==> src/rtl/prach_pkg.sv <==
// -----------------------------------------------------------------------------
// prach_pkg
// Shared types and constants for the PRACH decimation chain.
//   NumChannel     : TDM slots per frame
//   NumChannelUsed : leading slots that carry PRACH data
//   sample_t       : signed 16-bit sample
//   chn_t          : 8-bit TDM channel index
//   phase_t        : frame parity used by the polyphase pairing stage
// -----------------------------------------------------------------------------
package prach_pkg;

    localparam int NumChannel     = 128;
    localparam int NumChannelUsed = 48;

    typedef logic signed [15:0] sample_t;
    typedef logic [7:0]         chn_t;

    // Even frames are stored, odd frames are paired with the stored sample.
    typedef enum logic {
        PH_STORE = 1'b0,
        PH_EMIT  = 1'b1
    } phase_t;

endpackage

==> src/rtl/prach_hb4_pair_buf.sv <==
// -----------------------------------------------------------------------------
// prach_hb4_pair_buf
// Simple dual-port sample buffer (one write port, one read port) with a
// 1-cycle registered read. Sized for distributed RAM.
//   clk   : clock
//   we    : write enable
//   waddr : write address
//   wdata : write data
//   re    : read enable; rdata updates one cycle after re
//   raddr : read address
//   rdata : registered read data (holds when re is low)
// -----------------------------------------------------------------------------
module prach_hb4_pair_buf #(
    parameter int DEPTH = 48,
    parameter int WIDTH = 16,
    parameter int AW    = 6
) (
    input  logic             clk,
    input  logic             we,
    input  logic [AW-1:0]    waddr,
    input  logic [WIDTH-1:0] wdata,
    input  logic             re,
    input  logic [AW-1:0]    raddr,
    output logic [WIDTH-1:0] rdata
);

    logic [WIDTH-1:0] mem [DEPTH];

    // NOTE: the storage array and its read register carry no reset; a reset
    // would prevent mapping onto RAM primitives, and the pairing logic never
    // reads an entry before writing it.
    always_ff @(posedge clk) begin
        if (we) begin
            mem[waddr] <= wdata;
        end
        if (re) begin
            rdata <= mem[raddr];
        end
    end

endmodule

==> src/rtl/prach_hb4_pair.sv <==
// -----------------------------------------------------------------------------
// prach_hb4_pair
// Polyphase pairing stage ahead of the PRACH 4th half-band decimator.
// Even-frame samples of each used channel are buffered; on the following odd
// frame the stored sample and the new one are emitted together as a pair.
// Fixed latency of 2 cycles from input to output.
//
// Ports:
//   clk      : clock, rising edge
//   rst      : asynchronous active-high reset
//   din_dq   : input sample
//   din_dv   : input valid
//   din_chn  : TDM channel of din_dq
//   sync_in  : frame alignment pulse, with the channel-0 sample
//   dout_dp1 : later (odd-frame) sample of the pair
//   dout_dp2 : earlier (even-frame) sample of the pair
//   dout_dv  : pair valid
//   dout_chn : channel of the pair (2-cycle delay of din_chn)
//   sync_out : 2-cycle delay of sync_in
//   err      : sticky sequencing error
//
// Build option: define PRACH_HB4_PAIR_ERRCHK_EN to build the channel-order
// checker driving err; otherwise err is tied low.
// -----------------------------------------------------------------------------
module prach_hb4_pair
    import prach_pkg::*;
#(
    parameter int NUM_CHANNEL      = NumChannel,
    parameter int NUM_CHANNEL_USED = NumChannelUsed,
    parameter int WIDTH            = $bits(sample_t)
) (
    input  logic                    clk,
    input  logic                    rst,
    input  logic signed [WIDTH-1:0] din_dq,
    input  logic                    din_dv,
    input  logic [7:0]              din_chn,
    input  logic                    sync_in,
    output logic signed [WIDTH-1:0] dout_dp1,
    output logic signed [WIDTH-1:0] dout_dp2,
    output logic                    dout_dv,
    output logic [7:0]              dout_chn,
    output logic                    sync_out,
    output logic                    err
);

    // A frame cannot carry more used channels than it has slots.
    localparam int   UsedCnt   = (NUM_CHANNEL_USED < NUM_CHANNEL) ? NUM_CHANNEL_USED
                                                                  : NUM_CHANNEL;
    localparam int   AW        = (UsedCnt > 1) ? $clog2(UsedCnt) : 1;
    localparam chn_t UsedLimit = chn_t'(UsedCnt);
    localparam chn_t LastChn   = chn_t'(UsedCnt - 1);

    // ------------------------------------------------------------------
    // Phase FSM
    // ------------------------------------------------------------------
    phase_t phase;
    phase_t phase_eff;
    phase_t phase_nxt;
    logic   used;
    logic   wr_en;
    logic   rd_en;

    // NOTE: every signal assigned in this block gets a default first, so no
    // path leaves it unassigned and no latch is inferred.
    always_comb begin
        // sync forces the even phase before the accompanying sample is used,
        // which also discards any half-collected odd frame.
        phase_eff = sync_in ? PH_STORE : phase;
        used      = din_dv && (din_chn < UsedLimit);
        wr_en     = used && (phase_eff == PH_STORE);
        rd_en     = used && (phase_eff == PH_EMIT);
        phase_nxt = phase_eff;
        if (used && (din_chn == LastChn)) begin
            phase_nxt = (phase_eff == PH_STORE) ? PH_EMIT : PH_STORE;
        end
    end

    // NOTE: sequential state uses non-blocking assignments so all registers
    // update together from values sampled at the same edge.
    always_ff @(posedge clk or posedge rst) begin
        if (rst) begin
            phase <= PH_STORE;
        end else begin
            phase <= phase_nxt;
        end
    end

    // ------------------------------------------------------------------
    // Sample buffer: written in the even phase, read in the odd phase, so a
    // read and a write never target the same entry in the same cycle.
    // ------------------------------------------------------------------
    logic [WIDTH-1:0] rd_data;

    prach_hb4_pair_buf #(
        .DEPTH (UsedCnt),
        .WIDTH (WIDTH),
        .AW    (AW)
    ) u_buf (
        .clk   (clk),
        .we    (wr_en),
        .waddr (din_chn[AW-1:0]),
        .wdata (din_dq),
        .re    (rd_en),
        .raddr (din_chn[AW-1:0]),
        .rdata (rd_data)
    );

    // ------------------------------------------------------------------
    // Output pipeline. Stage 1 lines the input up with the registered RAM
    // read; stage 2 is the output register.
    // ------------------------------------------------------------------
    logic                    s1_emit;
    logic signed [WIDTH-1:0] s1_dq;
    logic [7:0]              s1_chn;
    logic                    s1_sync;

    always_ff @(posedge clk or posedge rst) begin
        if (rst) begin
            s1_emit  <= 1'b0;
            s1_dq    <= '0;
            s1_chn   <= '0;
            s1_sync  <= 1'b0;
            dout_dv  <= 1'b0;
            dout_chn <= '0;
            sync_out <= 1'b0;
            dout_dp1 <= '0;
            dout_dp2 <= '0;
        end else begin
            s1_emit  <= rd_en;
            s1_dq    <= din_dq;
            s1_chn   <= din_chn;
            s1_sync  <= sync_in;
            dout_dv  <= s1_emit;
            dout_chn <= s1_chn;
            sync_out <= s1_sync;
            // Pair data holds between pairs.
            if (s1_emit) begin
                dout_dp1 <= s1_dq;
                dout_dp2 <= $signed(rd_data);
            end
        end
    end

    // ------------------------------------------------------------------
    // Channel-order checker
    // ------------------------------------------------------------------
`ifdef PRACH_HB4_PAIR_ERRCHK_EN
    chn_t exp_chn;
    chn_t exp_eff;
    chn_t exp_nxt;
    logic seq_bad;

    always_comb begin
        exp_eff = sync_in ? '0 : exp_chn;
        exp_nxt = exp_eff;
        if (used) begin
            exp_nxt = (exp_eff == LastChn) ? '0 : exp_eff + 8'd1;
        end
        seq_bad = (used && (din_chn != exp_eff)) ||
                  (sync_in && din_dv && (din_chn != 8'd0));
    end

    always_ff @(posedge clk or posedge rst) begin
        if (rst) begin
            exp_chn <= '0;
            err     <= 1'b0;
        end else begin
            exp_chn <= exp_nxt;
            err     <= err | seq_bad;
        end
    end
`else
    assign err = 1'b0;
`endif

endmodule

==> config.mk <==
export PLATFORM = sky130hd
export DESIGN_NAME = prach_hb4_pair
export DESIGN_NICKNAME = d
export VERILOG_FILES = /design/src/rtl/prach_pkg.sv /design/src/rtl/prach_hb4_pair_buf.sv /design/src/rtl/prach_hb4_pair.sv
export SDC_FILE = /design/constraint.sdc
export NUM_CORES = 1
export LEC_CHECK = 0
export ABC_AREA = 1
export BUFFER_PORTS_ARGS = -buffer_cell sky130_fd_sc_hd__buf_4
export CAP_MARGIN = 40
export CORE_MARGIN = 2
export CORE_UTILIZATION = 35
export CTS_CLUSTER_SIZE = 8
export DETAILED_ROUTE_END_ITERATION = 7
export HOLD_SLACK_MARGIN = 0.03
export PLACE_DENSITY = 0.61
export SKIP_LAST_GASP = 1
export SLEW_MARGIN = 20
export SYNTH_ARGS = -nofsm -noshare
export SYNTH_HDL_FRONTEND = slang
export SYNTH_SLANG_ARGS = --single-unit
==> constraint.sdc <==
create_clock -name clk -period 2.65 [get_ports clk]
set_input_delay 0.53 -clock clk [delete_from_list [all_inputs] [get_ports clk]]
set_output_delay 0.53 -clock clk [all_outputs]
set_load 0.01 [all_outputs]
## Yosys cells after proc, flatten, opt, wreduce, memory -nomap -nowiden

Memory sizes are Yosys's and may differ from the RTL's. A register that Yosys moved wholly into a read port is not among the register bits.
Index checks and enable logic that the tools add are counted.

- Order comparisons: 1
- Equality and inequality tests: 1
- Mux-type cells: 5
- Bitwise operators: 1
- Reduce and logical (&&, ||, !) cells: 4

Operators with widths:

| operator | count |
|---|---|
| == test 8 x 6 -> 1 bit (second input constant) | 1 |
| less-than comparator 8 x 6 -> 1 bit (second input constant) | 1 |
| two-way mux 1 bit | 5 |
| logical AND 1 bit | 4 |
| inverter 1 bit | 1 |

- Flip-flop bits (word level): 69
- Bits in writable memories: 768
- Bits of input ports: 28
- Output and inout bits: 43
- Logic and storage cells: 23
- Memories: 1

Memories:

| name | depth | width | read ports | clocked after Yosys merged registers in | write ports | RTL line | text |
|---|---|---|---|---|---|---|---|
| u_buf.mem | 48 | 16 | 1 | 1 | 1 | prach_hb4_pair_buf.sv:27 | `logic [WIDTH-1:0] mem [DEPTH];` |

## Depth between registers and ports, before layout

- Word-level depth: 5
- Depth in mapped cells: 14
- Gate-level depth less buffers: 11

## By module

From an unflattened synthesis, not the netlist that was laid out.

- Cell total of the unflattened synthesis: 2702
- Area, all modules: 33950.1 µm²

By module, submodules not included:

| module | times used | cells an instance | area each (µm²) | sequential area each (µm²) |
|---|---|---|---|---|
| prach_hb4_pair_buf | 1 | 2576 | 31591.5 | 23542.6 |
| prach_hb4_pair | 1 | 126 | 2358.5 | 1726.7 |

## Least setup slack after synthesis

No wires, ideal clock.

- Kind: in2reg
- Start: input port din_chn[3]
- End: memory u_buf.mem[1][0] (enable)
- Setup time: 388 ps
- Arrival time: 2146 ps
- Setup slack: 116 ps
- Cell stages on the path: 5
- Path through: clkbuf_1 nor3_2 clkbuf_2 inv_1 nor2_1

- Word-level cells in the longest chain between the ends: 5

RTL lines:

| item | RTL line | text |
|---|---|---|
| start: declaration | prach_hb4_pair.sv:36 | `input logic [7:0] din_chn,` |
| less-than comparator 8 x 6 -> 1 bit | prach_hb4_pair.sv:69 | `used = din_dv && (din_chn < UsedLimit);` |
| logical AND 1 bit | prach_hb4_pair.sv:69 |  |
| logical AND 1 bit | prach_hb4_pair.sv:70 | `wr_en = used && (phase_eff == PH_STORE);` |
| two-way mux 1 bit | prach_hb4_pair_buf.sv:33 | `if (we) begin` |
| two-way mux 1 bit (implied by the code) | prach_hb4_pair_buf.sv:34 | `mem[waddr] <= wdata;` |
| end: declaration | prach_hb4_pair_buf.sv:27 |  |

Parallel ways exist; a longest one is shown, timed or not.

## Worst setup path in the final report

- Start: input port din_chn[4]
- End: memory u_buf.mem[32][15] (enable)

The elaborated chain is that of the path after synthesis.

==> metrics.txt <==
Critical Path AT 2.93 ns; Pre-antenna DRT Iters 6; MaxCap Viol Count 0; P_sw 6596 µW; DRT Wirelength 89,340 µm; CTS tree built; Max Clock Freq 391.3 MHz; CTS Root Cell clkbuf_16; YS warnings 0; crit path time final 2.555 ns; Post-Route Setup TNS 0 ns; post-route ant nets 0; io pins 71; RSZ-0062 raised after global routing false; H-tree levels 3; die footprint 101,900 µm²; Sw Ratio 22.08%; fillers ~9,100; Worst Path Max Fanout 16; Clock power frac a little under half; worst slew pin tran just under 0.8 ns; Max Slew Vio Count 0; Setup Crit Path Kind in -> reg; VDD IR max between 0.5 and 0.6 mV; CP Launch Type primary input; die height around 320 µm; CTS Hold Bufs 5; syn_area_per_cell 11.37 µm²; Setup Skew 0.03731 ns; IO Port Bufs 69; Placer Congestion around 0.84; hpwl dp 51,940 µm; vias in the first global route 21,480; post-synthesis instance total a little over 3,000; first-pass GRT wire length 134,200 µm; Worst Setup End Kind flip-flop; # DRC 0; Pwr Total 29,870 µW; Flop pwr share 49.6%; grt ovf 0; count of final setup violators 0; Comb pwr share 5.2%; worst hold path class in -> reg; clock buffer count from CTS approximately 120; Vias/cell 4.771; Tcrit/Tclk final 96.43%; worst path required time 3.03 ns; Clock Path Buffers 3; final net count 3,264; # resized after CTS 0; Die X 319.3 µm; Syn-to-layout area delta 18.76%; register area share after synthesis 72.64%; clock transition at the registers of the reported paths 0.05 ns; Core ar. roughly 98,000 µm²; num rows 115; antenna violations before repair 2; layout cells sized above 1 12.22%; endpoints failing hold 0; largest net degree at the start of global routing 103; via count 21,920; Leakage Power about 0.017 µW; post-CTS setup buffers 0; post-synthesis register bit count 853; synth unique cells 23; worst rel slew slack 48.53%; initial core utilization 35.35%; worst skew pair latency 0.70 ns; Power Density between 700 and 800 nW/µm²; internal power 23,270 µW; net count after synthesis 3,087; Initial DRC Count 1,977; Mapped Area approximately 35,000 µm²; routed len/inst approximately 20 µm; gr usage total 17.50%; status complete, no violations; clock sinks around 850
## cell usage after synthesis
cell / count / share of area (%)
buf_1: 14 / 0.15
clkbuf_2: 1 / 0.014
or2_1: 51 / 0.92
o21ai_0: 19 / 0.27
edfxtp_1: 784 / 68
buf_2: 85 / 1.2
nor2_1: 216 / 2.3
nor3_2: 4 / 0.12
buf_4: 13 / 0.28
inv_1: 245 / 2.6
inv_2: 8 / 0.086
buf_6: 2 / 0.065
nand3_1: 138 / 2.0
o21ai_1: 77 / 1.1
xor2_1: 1 / 0.025
or2_2: 29 / 0.52
nand2_1: 1156 / 12
conb_1: 1 / 0.011
nor2_2: 1 / 0.018
dfrtp_1: 69 / 5.0
mux2_2: 32 / 1.0
clkbuf_1: 33 / 0.36
o211ai_1: 80 / 1.7
## registers in the layout, summed over array words and instances, names as in the netlist
| signal | flops |
|---|---|
| u_buf.mem | 768 |
| dout_dp1 | 16 |
| dout_dp2 | 16 |
| s1_dq | 16 |
| u_buf.rdata | 16 |
| dout_chn | 8 |
| s1_chn | 8 |
| dout_dv | 1 |
| phase | 1 |
| s1_emit | 1 |
| s1_sync | 1 |
| sync_out | 1 |
## layout make-up
class,count,area [µm²],share of cell area (%)
sequential,853,25270,61.17
clock buffer,182,3151,7.626
clock inverter,7,155.1,0.3756
timing repair buffer,207,2300,5.567
multi-input combinational,1805,7866,19.04
tap,1287,1610,3.898
inverter,253,958.4,2.320
antenna,1,2.502,0.006057
## power groups by stage
| stage | combinational, µW | clock, µW | sequential [µW] |
|---|---|---|---|
| 6_report | 1570 | 13500 | 14800 |
| 5_1_grt | 1730 | 14300 | 14800 |
| 4_1_cts | 1580 | 13800 | 14800 |
| 3_5_place_dp | 1570 | 0 | 15100 |
| 3_3_place_gp | 1550 | 0 | 15100 |
| 2_1_floorplan | 785 | 0 | 15100 |
## worst paths after layout
kind	endpoint	cells after the start	slack (ns)	startpoint
worst max-delay path	u_buf.mem[32][15]	8	0.09	din_chn[4]
worst min-delay path	s1_chn[3]	1	0.08	din_chn[3]
worst max register to register	u_buf.mem[32][15]	6	0.49	phase
worst min register to register	dout_chn[0]	0	0.34	s1_chn[0]
max in group asynchronous	dout_chn[3]	5	1.76	rst
min in group asynchronous	dout_chn[2]	3	0.26	rst
## placed cells by master, fill, tap and decap left out, types with 2 or more instances in the layout
master	n
mux2_2	32
edfxtp_1	784
o211ai_1	80
nor2_4	3
nand3_1	138
o21ai_1	77
clkbuf_1	66
clkbuf_16	116
inv_1	244
nor3_2	4
nor2_1	213
inv_2	7
o21ai_0	19
nand2_1	1155
inv_16	2
or2_2	29
buf_12	58
clkinv_16	3
or2_1	51
dfrtp_1	69
buf_4	143
dlygate4sd3_1	5
## logic make-up (layout without fill, tap and decap cells)
family / after synthesis / count (layout) / share of synthesized area [%]
AOI/OAI and AO/OA: 176 / 176 / 3.108
DFF: 853 / 853 / 72.64
muxes: 32 / 32 / 1.036
other: 1 / 2 / 0.01078
xor gates and xnor gates: 1 / 1 / 0.02518
and+or+nand+nor: 1595 / 1595 / 18.36
buffers and inverters: 401 / 649 / 4.820
## per-layer routing
layer | share of wire, % | vias up | GRT usage, %
met5 | 0.028 | - | 0
met4 | 2.8 | 4 | 6.635
met3 | 6.4 | 130 | 2.762
met2 | 48 | 652 | 28.64
met1 | 43 | 10660 | 23.46
li1 | - | 10470 | -
## critical path: stages
cell           delay (ns)
dlygate4sd3_1        0.61
buf_4                0.19
nand2_1              0.07
nand3_1              0.13
nor2_2               0.30
nand3_1              0.50
nor2_1               0.40
buf_12               0.21
## metrics by stage
step,utilization (%),cells,hold slack (ns),setup slack [ns],instance area [µm²]
2_1_floorplan,-,3059,0.3312,0.1156,34790
3_3_place_gp,38.54,4399,0.3318,-0.2337,37930
3_5_place_dp,38.54,4399,0.3347,-0.2043,37930
4_1_cts,41.95,4593,0.03499,0.1665,41290
5_1_grt,41.97,4594,0.04958,0.06000,41310
6_report,41.98,4595,0.08081,0.09458,41310
Power figures use the tool's default switching activity.
